**src/rtl/gmii_tx_sequencer.sv**
```systemverilog
// GMII transmit sequencer: round-robin arbitration of two frame sources, then preamble/SFD/payload/IPG.
// Optional macro TX_SEQ_ERR_INJ_EN adds the err_inject input for marking payload bytes with TX_ER.
module gmii_tx_sequencer #(
    parameter int         LEN_W     = 8,
    parameter int         MAX_LEN   = 64,
    parameter int         IPG       = 12,
    parameter logic [2:0] XMIT_DATA = 3'b100
) (
    input  logic             GTX_CLK,
    input  logic             mr_main_reset,
    input  logic [2:0]       xmit,
    input  logic             receiving,
    input  logic             repeater_mode,
    input  logic             req_a,
    input  logic             req_b,
    input  logic [LEN_W-1:0] len_a,
    input  logic [LEN_W-1:0] len_b,
    input  logic [7:0]       seed_a,
    input  logic [7:0]       seed_b,
`ifdef TX_SEQ_ERR_INJ_EN
    input  logic             err_inject,
`endif
    output logic             gnt_a,
    output logic             gnt_b,
    output logic             busy,
    output logic [7:0]       TXD,
    output logic             TX_EN,
    output logic             TX_ER,
    output logic [15:0]      frames_sent,
    output logic [2:0]       dbg_state
);

    localparam logic [2:0] S_IDLE  = 3'd0;
    localparam logic [2:0] S_PRE   = 3'd1;
    localparam logic [2:0] S_SFD   = 3'd2;
    localparam logic [2:0] S_DATA  = 3'd3;
    localparam logic [2:0] S_ABORT = 3'd4;
    localparam logic [2:0] S_GAP   = 3'd5;

    // One shared counter serves preamble, payload and gap; size it for the widest use.
    localparam int IPG_W  = (IPG > 2) ? $clog2(IPG) : 1;
    localparam int CNT_W0 = (LEN_W > IPG_W) ? LEN_W : IPG_W;
    localparam int CNT_W  = (CNT_W0 > 3) ? CNT_W0 : 3;

    localparam logic [CNT_W-1:0] PRE_LAST = CNT_W'(6);
    localparam logic [CNT_W-1:0] GAP_LAST = CNT_W'(IPG - 2);
    localparam logic [LEN_W-1:0] LEN_MAX  = LEN_W'(MAX_LEN);

    logic [2:0]       r_state;
    logic [CNT_W-1:0] r_cnt;
    logic [LEN_W-1:0] r_len;
    logic [7:0]       r_seed;
    logic             r_last_b;
    logic [7:0]       r_txd;
    logic             r_tx_en;
    logic             r_tx_er;
    logic             r_gnt_a;
    logic             r_gnt_b;
    logic             r_busy;
    logic [15:0]      r_frames_sent;

    logic             w_crs;
    logic             w_qual_a;
    logic             w_qual_b;
    logic             w_launch;
    logic             w_pick_a;
    logic             w_abort;
    logic             w_err_inj;
    logic [LEN_W-1:0] w_len_a_clamp;
    logic [LEN_W-1:0] w_len_b_clamp;
    logic [CNT_W-1:0] w_len_last;

    logic [2:0]       w_nxt_state;
    logic [CNT_W-1:0] w_nxt_cnt;
    logic [LEN_W-1:0] w_nxt_len;
    logic [7:0]       w_nxt_seed;
    logic             w_nxt_last_b;
    logic [7:0]       w_nxt_txd;
    logic             w_nxt_en;
    logic             w_nxt_er;
    logic             w_nxt_gnt_a;
    logic             w_nxt_gnt_b;
    logic             w_frame_done;

    assign w_crs    = receiving & ~repeater_mode;
    assign w_qual_a = req_a && (len_a != '0);
    assign w_qual_b = req_b && (len_b != '0);
    assign w_launch = (xmit == XMIT_DATA) && !w_crs && (w_qual_a || w_qual_b);
    // r_last_b set means B was granted last, so A wins a tie.
    assign w_pick_a = w_qual_a && (!w_qual_b || r_last_b);
    assign w_abort  = (xmit != XMIT_DATA);

    assign w_len_a_clamp = (len_a > LEN_MAX) ? LEN_MAX : len_a;
    assign w_len_b_clamp = (len_b > LEN_MAX) ? LEN_MAX : len_b;
    assign w_len_last    = CNT_W'(r_len) - CNT_W'(1);

`ifdef TX_SEQ_ERR_INJ_EN
    assign w_err_inj = err_inject;
`else
    assign w_err_inj = 1'b0;
`endif

    always_comb begin
        w_nxt_state  = r_state;
        w_nxt_cnt    = r_cnt;
        w_nxt_len    = r_len;
        w_nxt_seed   = r_seed;
        w_nxt_last_b = r_last_b;
        w_nxt_txd    = 8'h00;
        w_nxt_en     = 1'b0;
        w_nxt_er     = 1'b0;
        w_nxt_gnt_a  = 1'b0;
        w_nxt_gnt_b  = 1'b0;
        w_frame_done = 1'b0;

        case (r_state)
            S_IDLE: begin
                if (w_launch) begin
                    w_nxt_state = S_PRE;
                    w_nxt_cnt   = '0;
                    w_nxt_txd   = 8'h55;
                    w_nxt_en    = 1'b1;
                    if (w_pick_a) begin
                        w_nxt_gnt_a  = 1'b1;
                        w_nxt_len    = w_len_a_clamp;
                        w_nxt_seed   = seed_a;
                        w_nxt_last_b = 1'b0;
                    end else begin
                        w_nxt_gnt_b  = 1'b1;
                        w_nxt_len    = w_len_b_clamp;
                        w_nxt_seed   = seed_b;
                        w_nxt_last_b = 1'b1;
                    end
                end
            end

            S_PRE: begin
                if (w_abort) begin
                    w_nxt_state = S_ABORT;
                    w_nxt_en    = 1'b1;
                    w_nxt_er    = 1'b1;
                end else if (r_cnt == PRE_LAST) begin
                    w_nxt_state = S_SFD;
                    w_nxt_txd   = 8'hD5;
                    w_nxt_en    = 1'b1;
                end else begin
                    w_nxt_cnt = r_cnt + CNT_W'(1);
                    w_nxt_txd = 8'h55;
                    w_nxt_en  = 1'b1;
                end
            end

            S_SFD: begin
                if (w_abort) begin
                    w_nxt_state = S_ABORT;
                    w_nxt_en    = 1'b1;
                    w_nxt_er    = 1'b1;
                end else begin
                    w_nxt_state = S_DATA;
                    w_nxt_cnt   = '0;
                    w_nxt_txd   = r_seed;
                    w_nxt_en    = 1'b1;
                    w_nxt_er    = w_err_inj;
                end
            end

            S_DATA: begin
                if (w_abort) begin
                    w_nxt_state = S_ABORT;
                    w_nxt_en    = 1'b1;
                    w_nxt_er    = 1'b1;
                end else if (r_cnt == w_len_last) begin
                    w_nxt_state  = S_GAP;
                    w_nxt_cnt    = '0;
                    w_frame_done = 1'b1;
                end else begin
                    // TXD holds the current payload byte, so the next one is simply +1.
                    w_nxt_cnt = r_cnt + CNT_W'(1);
                    w_nxt_txd = r_txd + 8'd1;
                    w_nxt_en  = 1'b1;
                    w_nxt_er  = w_err_inj;
                end
            end

            S_ABORT: begin
                w_nxt_state = S_GAP;
                w_nxt_cnt   = '0;
            end

            S_GAP: begin
                if (r_cnt == GAP_LAST) begin
                    w_nxt_state = S_IDLE;
                    w_nxt_cnt   = '0;
                end else begin
                    w_nxt_cnt = r_cnt + CNT_W'(1);
                end
            end

            default: begin
                w_nxt_state = S_IDLE;
                w_nxt_cnt   = '0;
            end
        endcase
    end

    always_ff @(posedge GTX_CLK) begin
        if (mr_main_reset) begin
            r_state       <= S_IDLE;
            r_cnt         <= '0;
            r_len         <= '0;
            r_seed        <= 8'h00;
            r_last_b      <= 1'b1;
            r_txd         <= 8'h00;
            r_tx_en       <= 1'b0;
            r_tx_er       <= 1'b0;
            r_gnt_a       <= 1'b0;
            r_gnt_b       <= 1'b0;
            r_busy        <= 1'b0;
            r_frames_sent <= 16'h0000;
        end else begin
            r_state  <= w_nxt_state;
            r_cnt    <= w_nxt_cnt;
            r_len    <= w_nxt_len;
            r_seed   <= w_nxt_seed;
            r_last_b <= w_nxt_last_b;
            r_txd    <= w_nxt_txd;
            r_tx_en  <= w_nxt_en;
            r_tx_er  <= w_nxt_er;
            r_gnt_a  <= w_nxt_gnt_a;
            r_gnt_b  <= w_nxt_gnt_b;
            r_busy   <= (w_nxt_state != S_IDLE);
            if (w_frame_done) begin
                r_frames_sent <= r_frames_sent + 16'd1;
            end
        end
    end

    assign gnt_a       = r_gnt_a;
    assign gnt_b       = r_gnt_b;
    assign busy        = r_busy;
    assign TXD         = r_txd;
    assign TX_EN       = r_tx_en;
    assign TX_ER       = r_tx_er;
    assign frames_sent = r_frames_sent;
    assign dbg_state   = r_state;

endmodule

```
**config.mk**
```make
export PLATFORM = sky130hd
export DESIGN_NAME = gmii_tx_sequencer
export DESIGN_NICKNAME = d
export VERILOG_FILES = /design/src/rtl/gmii_tx_sequencer.sv
export SDC_FILE = /design/constraint.sdc
export NUM_CORES = 1
export LEC_CHECK = 0
export BUFFER_PORTS_ARGS = -buffer_cell sky130_fd_sc_hd__buf_2
export CAP_MARGIN = 20
export CORE_MARGIN = 1
export CORE_UTILIZATION = 40
export CTS_CLUSTER_DIAMETER = 40
export CTS_CLUSTER_SIZE = 14
export DETAILED_ROUTE_END_ITERATION = 6
export GPL_TIMING_DRIVEN = 0
export HOLD_SLACK_MARGIN = 0.03
export PLACE_DENSITY_LB_ADDON = 0.1
export SLEW_MARGIN = 25
export SYNTH_ARGS = -nofsm -noshare
export SYNTH_HDL_FRONTEND = slang
export SYNTH_SLANG_ARGS = --single-unit
```
**constraint.sdc**
```tcl
create_clock -name GTX_CLK -period 3.7 [get_ports GTX_CLK]
set_input_delay 0.185 -clock GTX_CLK [delete_from_list [all_inputs] [get_ports GTX_CLK]]
set_output_delay 0.185 -clock GTX_CLK [all_outputs]
set_load 0.05 [all_outputs]
```
* Word-level counts from Yosys, hierarchy flattened
Cells that the tools add are included.
Operators by class: $lt $le $gt $ge 2, mux-type cells 37, add/subtract/negate cells 4, bitwise gates (word level) 5, equality and inequality tests 15, reductions and logical operators 19
Operators by type and width (count):
- 8-bit two-way mux | 16
- 8-bit one-hot mux with 5 select lines | 1
- 8-bit one-hot mux with 4 select lines | 1
- 3-bit two-way mux | 7
- 3-bit one-hot mux with 6 select lines | 1
- 16-bit by 1-bit adder with 16-bit output (second input constant) | 1
- 8-bit by 1-bit adder with 8-bit output (second input constant) | 2
- 8-bit by 7-bit > comparator with 1-bit output (second input constant) | 2
- 8-bit nonzero test | 2
- 2-bit != test (second input constant) | 5
- 3-bit == test (second input constant) | 3
- 1-bit two-way mux | 9
- 8-bit by 3-bit == test with 1-bit output (second input constant) | 1
- 8-bit by 4-bit == test with 1-bit output (second input constant) | 1
- 8-bit == test | 1
- 8-bit by 1-bit subtractor with 8-bit output (second input constant) | 1
- 7-bit two-way mux | 1
- 3-bit by 2-bit == test with 1-bit output (second input constant) | 2
- 3-bit OR reduction | 2
- 1-bit logical AND | 5
- 5-bit AND reduction | 1
- 1-bit NOT | 4
- 2-bit OR reduction | 2
- 3-bit by 1-bit == test with 1-bit output (second input constant) | 1
- 8 further kinds | 10
Storage, ports and cells: output and inout bits 32, word-level logic and storage cells 94, register bits 57, input bits 41

* Longest topological paths before layout
depth in word-level cells 8, mapped depth 11, gate-level depth less buffers 8

* Worst setup path after synthesis
No wires, ideal clock.
path type reg2reg, start register r_len[0], end register r_frames_sent[5], in the netlist frames_sent[5], stages on the path, launching flop included 11, data required time 3.630 ns, setup time 0.070 ns, slack 1.081 ns, buffers on the path 2, data arrival time 2.549 ns, period minus slack after synthesis 2.619 ns, path through dfxtp_1 -> clkbuf_2 -> inv_1 -> ha_1 -> o21ba_1 -> a221oi_1 -> o211ai_1 -> a211o_1 -> buf_6 -> or4_1 -> a21oi_1
Between the ends: word-level cells in the longest chain between the ends 5
RTL lines:
- from (decl) | line 51 | logic [LEN_W-1:0] r_len;
- from (signal assigned) | line 223 | r_len <= w_nxt_len;
- 8-bit by 1-bit subtractor with 8-bit output | line 95 | assign w_len_last = CNT_W'(r_len) - CNT_W'(1);
- 8-bit == test | line 172 | end else if (r_cnt == w_len_last) begin
- 1-bit two-way mux | line 172
- 1-bit two-way mux | line 168 | if (w_abort) begin
- 1-bit two-way mux | line 116 | case (r_state)
- to (signal assigned) | line 233 | r_frames_sent <= r_frames_sent + 16'd1;
- to (decl) | line 60 | logic [15:0] r_frames_sent;
No other way between the ends. A chain may end at the register's enable or synchronous reset.

* Final worst setup path
Same ends and word-level chain as after synthesis.

==> metrics <==
first drt pass iteration count 5; GR Overflow Total 0; Finished Core Util 50.6%; ys flop type dfxtp_1; Routed WL 8460 microns; # nets final 510; ANT nets after route 0; clock slew at reported path FFs 0.07 ns; chip height 91.5 microns; switching portion of total power 25.1%; Placeable Area 7730 sq um; critical path cell sequence clkbuf_2, inv_1, ha_1, o21ba_1, a221oi_1, o211ai_1, a211o_1, buf_6, or4_1, a21oi_1; RSZ-0062 raised after global routing no; DRC viols 0; highest-delay cell along the critical path or4_1; reg-to-reg endpoint frames_sent[5]; CP endpoint kind register; Synth top area share 35.6%; largest net degree at the start of global routing 11; VDD IR max 0.000206 V; Arr. time, crit path 3.28 ns; Worst path max stage delay 0.50 ns; Min-Delay Path Depth 3; Multi-input gate area 1920 sq um; CTS Buffer Depth 2; P per Cell Area 352 nW/um^2; Flop pwr share 45.8%; Internal 0.00103 W; ANT cells 0; FMAX 333 MHz; Yosys Warn Count 0; Async SR Flop Fraction 0%; die area 8370 sq um; max-cap violations 0; clk_lat worst skew 0.34 ns; via count 3,236; Max Slew Vio Count 0; Final HPWL DP 6320 microns; via count of the first global-routing pass 2,906; cts hold-fix bufs 0; H-tree levels 3; worst flop-to-flop path startpoint r_len[0]; sequential area share after synthesis 35.6%; clock sinks 57; Via density 5.67; Mapped Area 3200 sq um; Initial Utilization 41.5%; critical path's top delay family compound AO/OA/AOI/OAI gates; P&R area growth vs syn 21.9%; P_sw 0.000345 W; status complete, no violations; clk_skew 0.00930 ns; Num CTS Buffers 9; number of distinct library cells after synthesis 60; Post-synth EDFFs 0; FP Rows 32; Storage cell area 1140 sq um; first-pass GRT wire length 14,000 microns; endpoints failing setup 0; crit-path max FO 10; hold path start len_b[2]; final count of hold timing violations 0; flop and latch count out of synthesis 57; final period utilization 81.2%; initial antenna violation count 0; Root Buffer clkbuf_8; slew margin rel. 40.6%; Tightest Pin Transition 0.886 ns; fin crit period 3.00 ns; clock group share of total power 45.5%; Setup CP Type register to register; Setup Buffers After CTS 0; Synth Net Count 427; Die X 91.5 microns; drt wl/cell 14.8 microns; RePlAce Congestion 0.810; Startpoint Class register; leakage 1.50 nW; combinational power share 8.7%; filler cell count in the final layout 755; gr usage total 21.0%; top cells by area, synth dfxtp_1 (36%), nor2_1 (4.0%), a211oi_1 (3.7%), nand2_1 (3.7%), nand3_1 (3.6%); Mapped Avg Cell Area 8.41 sq um; layout cells sized above 1 22.6%; hold slack 0.0975 ns; TNS Setup 0 ns; reg2reg path depth 10; Min-Delay Path Class input port to register; port bufs 72; FF-to-FF setup slack 0.70 ns; Synth Instances 381; Required @ worst endpoint 3.97 ns; CP Buf/Inv Count 3; CTS tree done; Worst Hold End r_len[2]; I/O pins 73; post-synth top area cell dfxtp_1; post_cts resized 0; 1st-iter DRT viols 192
[area by class of cell]
type	instances	share of cell area, %
Buffer	21	2.63
Clock buffer	12	4.23
Clock inverter	4	1.28
Inverter	12	1.15
Multi-Input combinational cell	291	49.0
Sequential cell	57	29.2
Tap cell	102	3.27
Timing Repair Buffer	72	9.22
[Yosys cell counts, drive strengths merged, types with 2 or more instances]
cell type	n
nor4b	3
nand4b	2
nand2	32
nand3	23
a31oi	4
nand4	6
a211oi	17
a2111oi	5
o21a	4
a22oi	3
o21ai	8
a221o	6
xor2	6
inv	12
nor3	8
and2	4
nor3b	2
or3	4
o41ai	2
o211ai	2
nor4	4
a21oi	20
xnor2	10
ha	5
nor2	34
mux2i	9
nor2b	2
clkbuf	12
a32oi	6
buf	9
o31ai	10
or4	15
and3	7
o31a	2
dfxtp	57
nand2b	9
[power groups by stage]
stage | registers, W | logic, W | clock network [W]
floorplan | 0.000657 | 0.0000589 | 0
global placement | 0.000644 | 0.000119 | 0
detailed placement | 0.000644 | 0.000120 | 0
CTS | 0.000630 | 0.000120 | 0.000634
global route | 0.000631 | 0.000133 | 0.000663
finish | 0.000630 | 0.000120 | 0.000626
[sequential cells by signal (all words and copies together) (netlist names), 3 cells and up]
register,count
frames_sent,16
TXD,8
r_cnt,8
dbg_state,3
r_len,8
r_seed,8
[through the flow]
| stage | instances | area (sq um) | power (W) | worst slack (ns) |
|---|---|---|---|---|
| floorplan | 381 | 3200 | 0.000716 | 1.08 |
| global placement | 555 | 3690 | 0.000763 | 0.765 |
| detailed placement | 555 | 3690 | 0.000764 | 0.721 |
| CTS | 571 | 3910 | 0.00138 | 0.707 |
| global route | 571 | 3910 | 0.00143 | 0.527 |
| finish | 571 | 3910 | 0.00138 | 0.696 |
[routing by layer]
| layer | GRT usage [%] | routed length (microns) | vias up |
|---|---|---|---|
| met5 | 0 | 0 | - |
| met4 | 8.47 | 160 | 0 |
| met3 | 4.10 | 453 | 17 |
| met2 | 32.8 | 3770 | 113 |
| met1 | 28.1 | 4080 | 1483 |
| li1 | - | - | 1623 |
[layout by cell type (no fill, tap or decap), types with 10 or more instances in the layout]
cell type   n
nand2_1    32
or4_1      15
inv_1      12
clkbuf_1   11
a211oi_1   16
nor2_1     34
a21oi_1    20
xnor2_1    10
clkbuf_8   12
buf_2      78
dfxtp_1    57
o31ai_1    10
nand3_1    23
[tightest hold or removal path: cells and delay by family]
family / cells / cell delay [ns]
buf+inv: 1 / 0.09
simple gates: 2 / 0.13
[cells by family (layout without fill, tap and decap cells)]
logic type               count (synthesis)  in the layout  share of synthesized area [%]
AND/OR/NAND/NOR                        161            161                           26.7
AO/OA/AOI/OAI                          100            100                           23.9
flip-flops                              57             57                           35.6
buffers and inverters                   33            121                           4.61
XOR/XNOR                                16             16                           4.37
multiplexers                             9              9                           2.81
adder cells (fa/ha/maj)                  5              5                           1.95
[worst max-delay path by stage]
stage,start,endpoint,slack (ns),cells past startpoint
2_1_floorplan,r_len[0],frames_sent[5],1.08,10
3_5_place_dp,r_len[0],frames_sent[5],0.72,10
6_report,r_len[0],frames_sent[5],0.70,10
5_1_grt,r_len[0],r_cnt[6],0.53,9
4_1_cts,r_len[0],frames_sent[5],0.71,10
3_3_place_gp,r_len[0],busy,0.76,11
No activity file was read; power rests on OpenSTA's default activity.
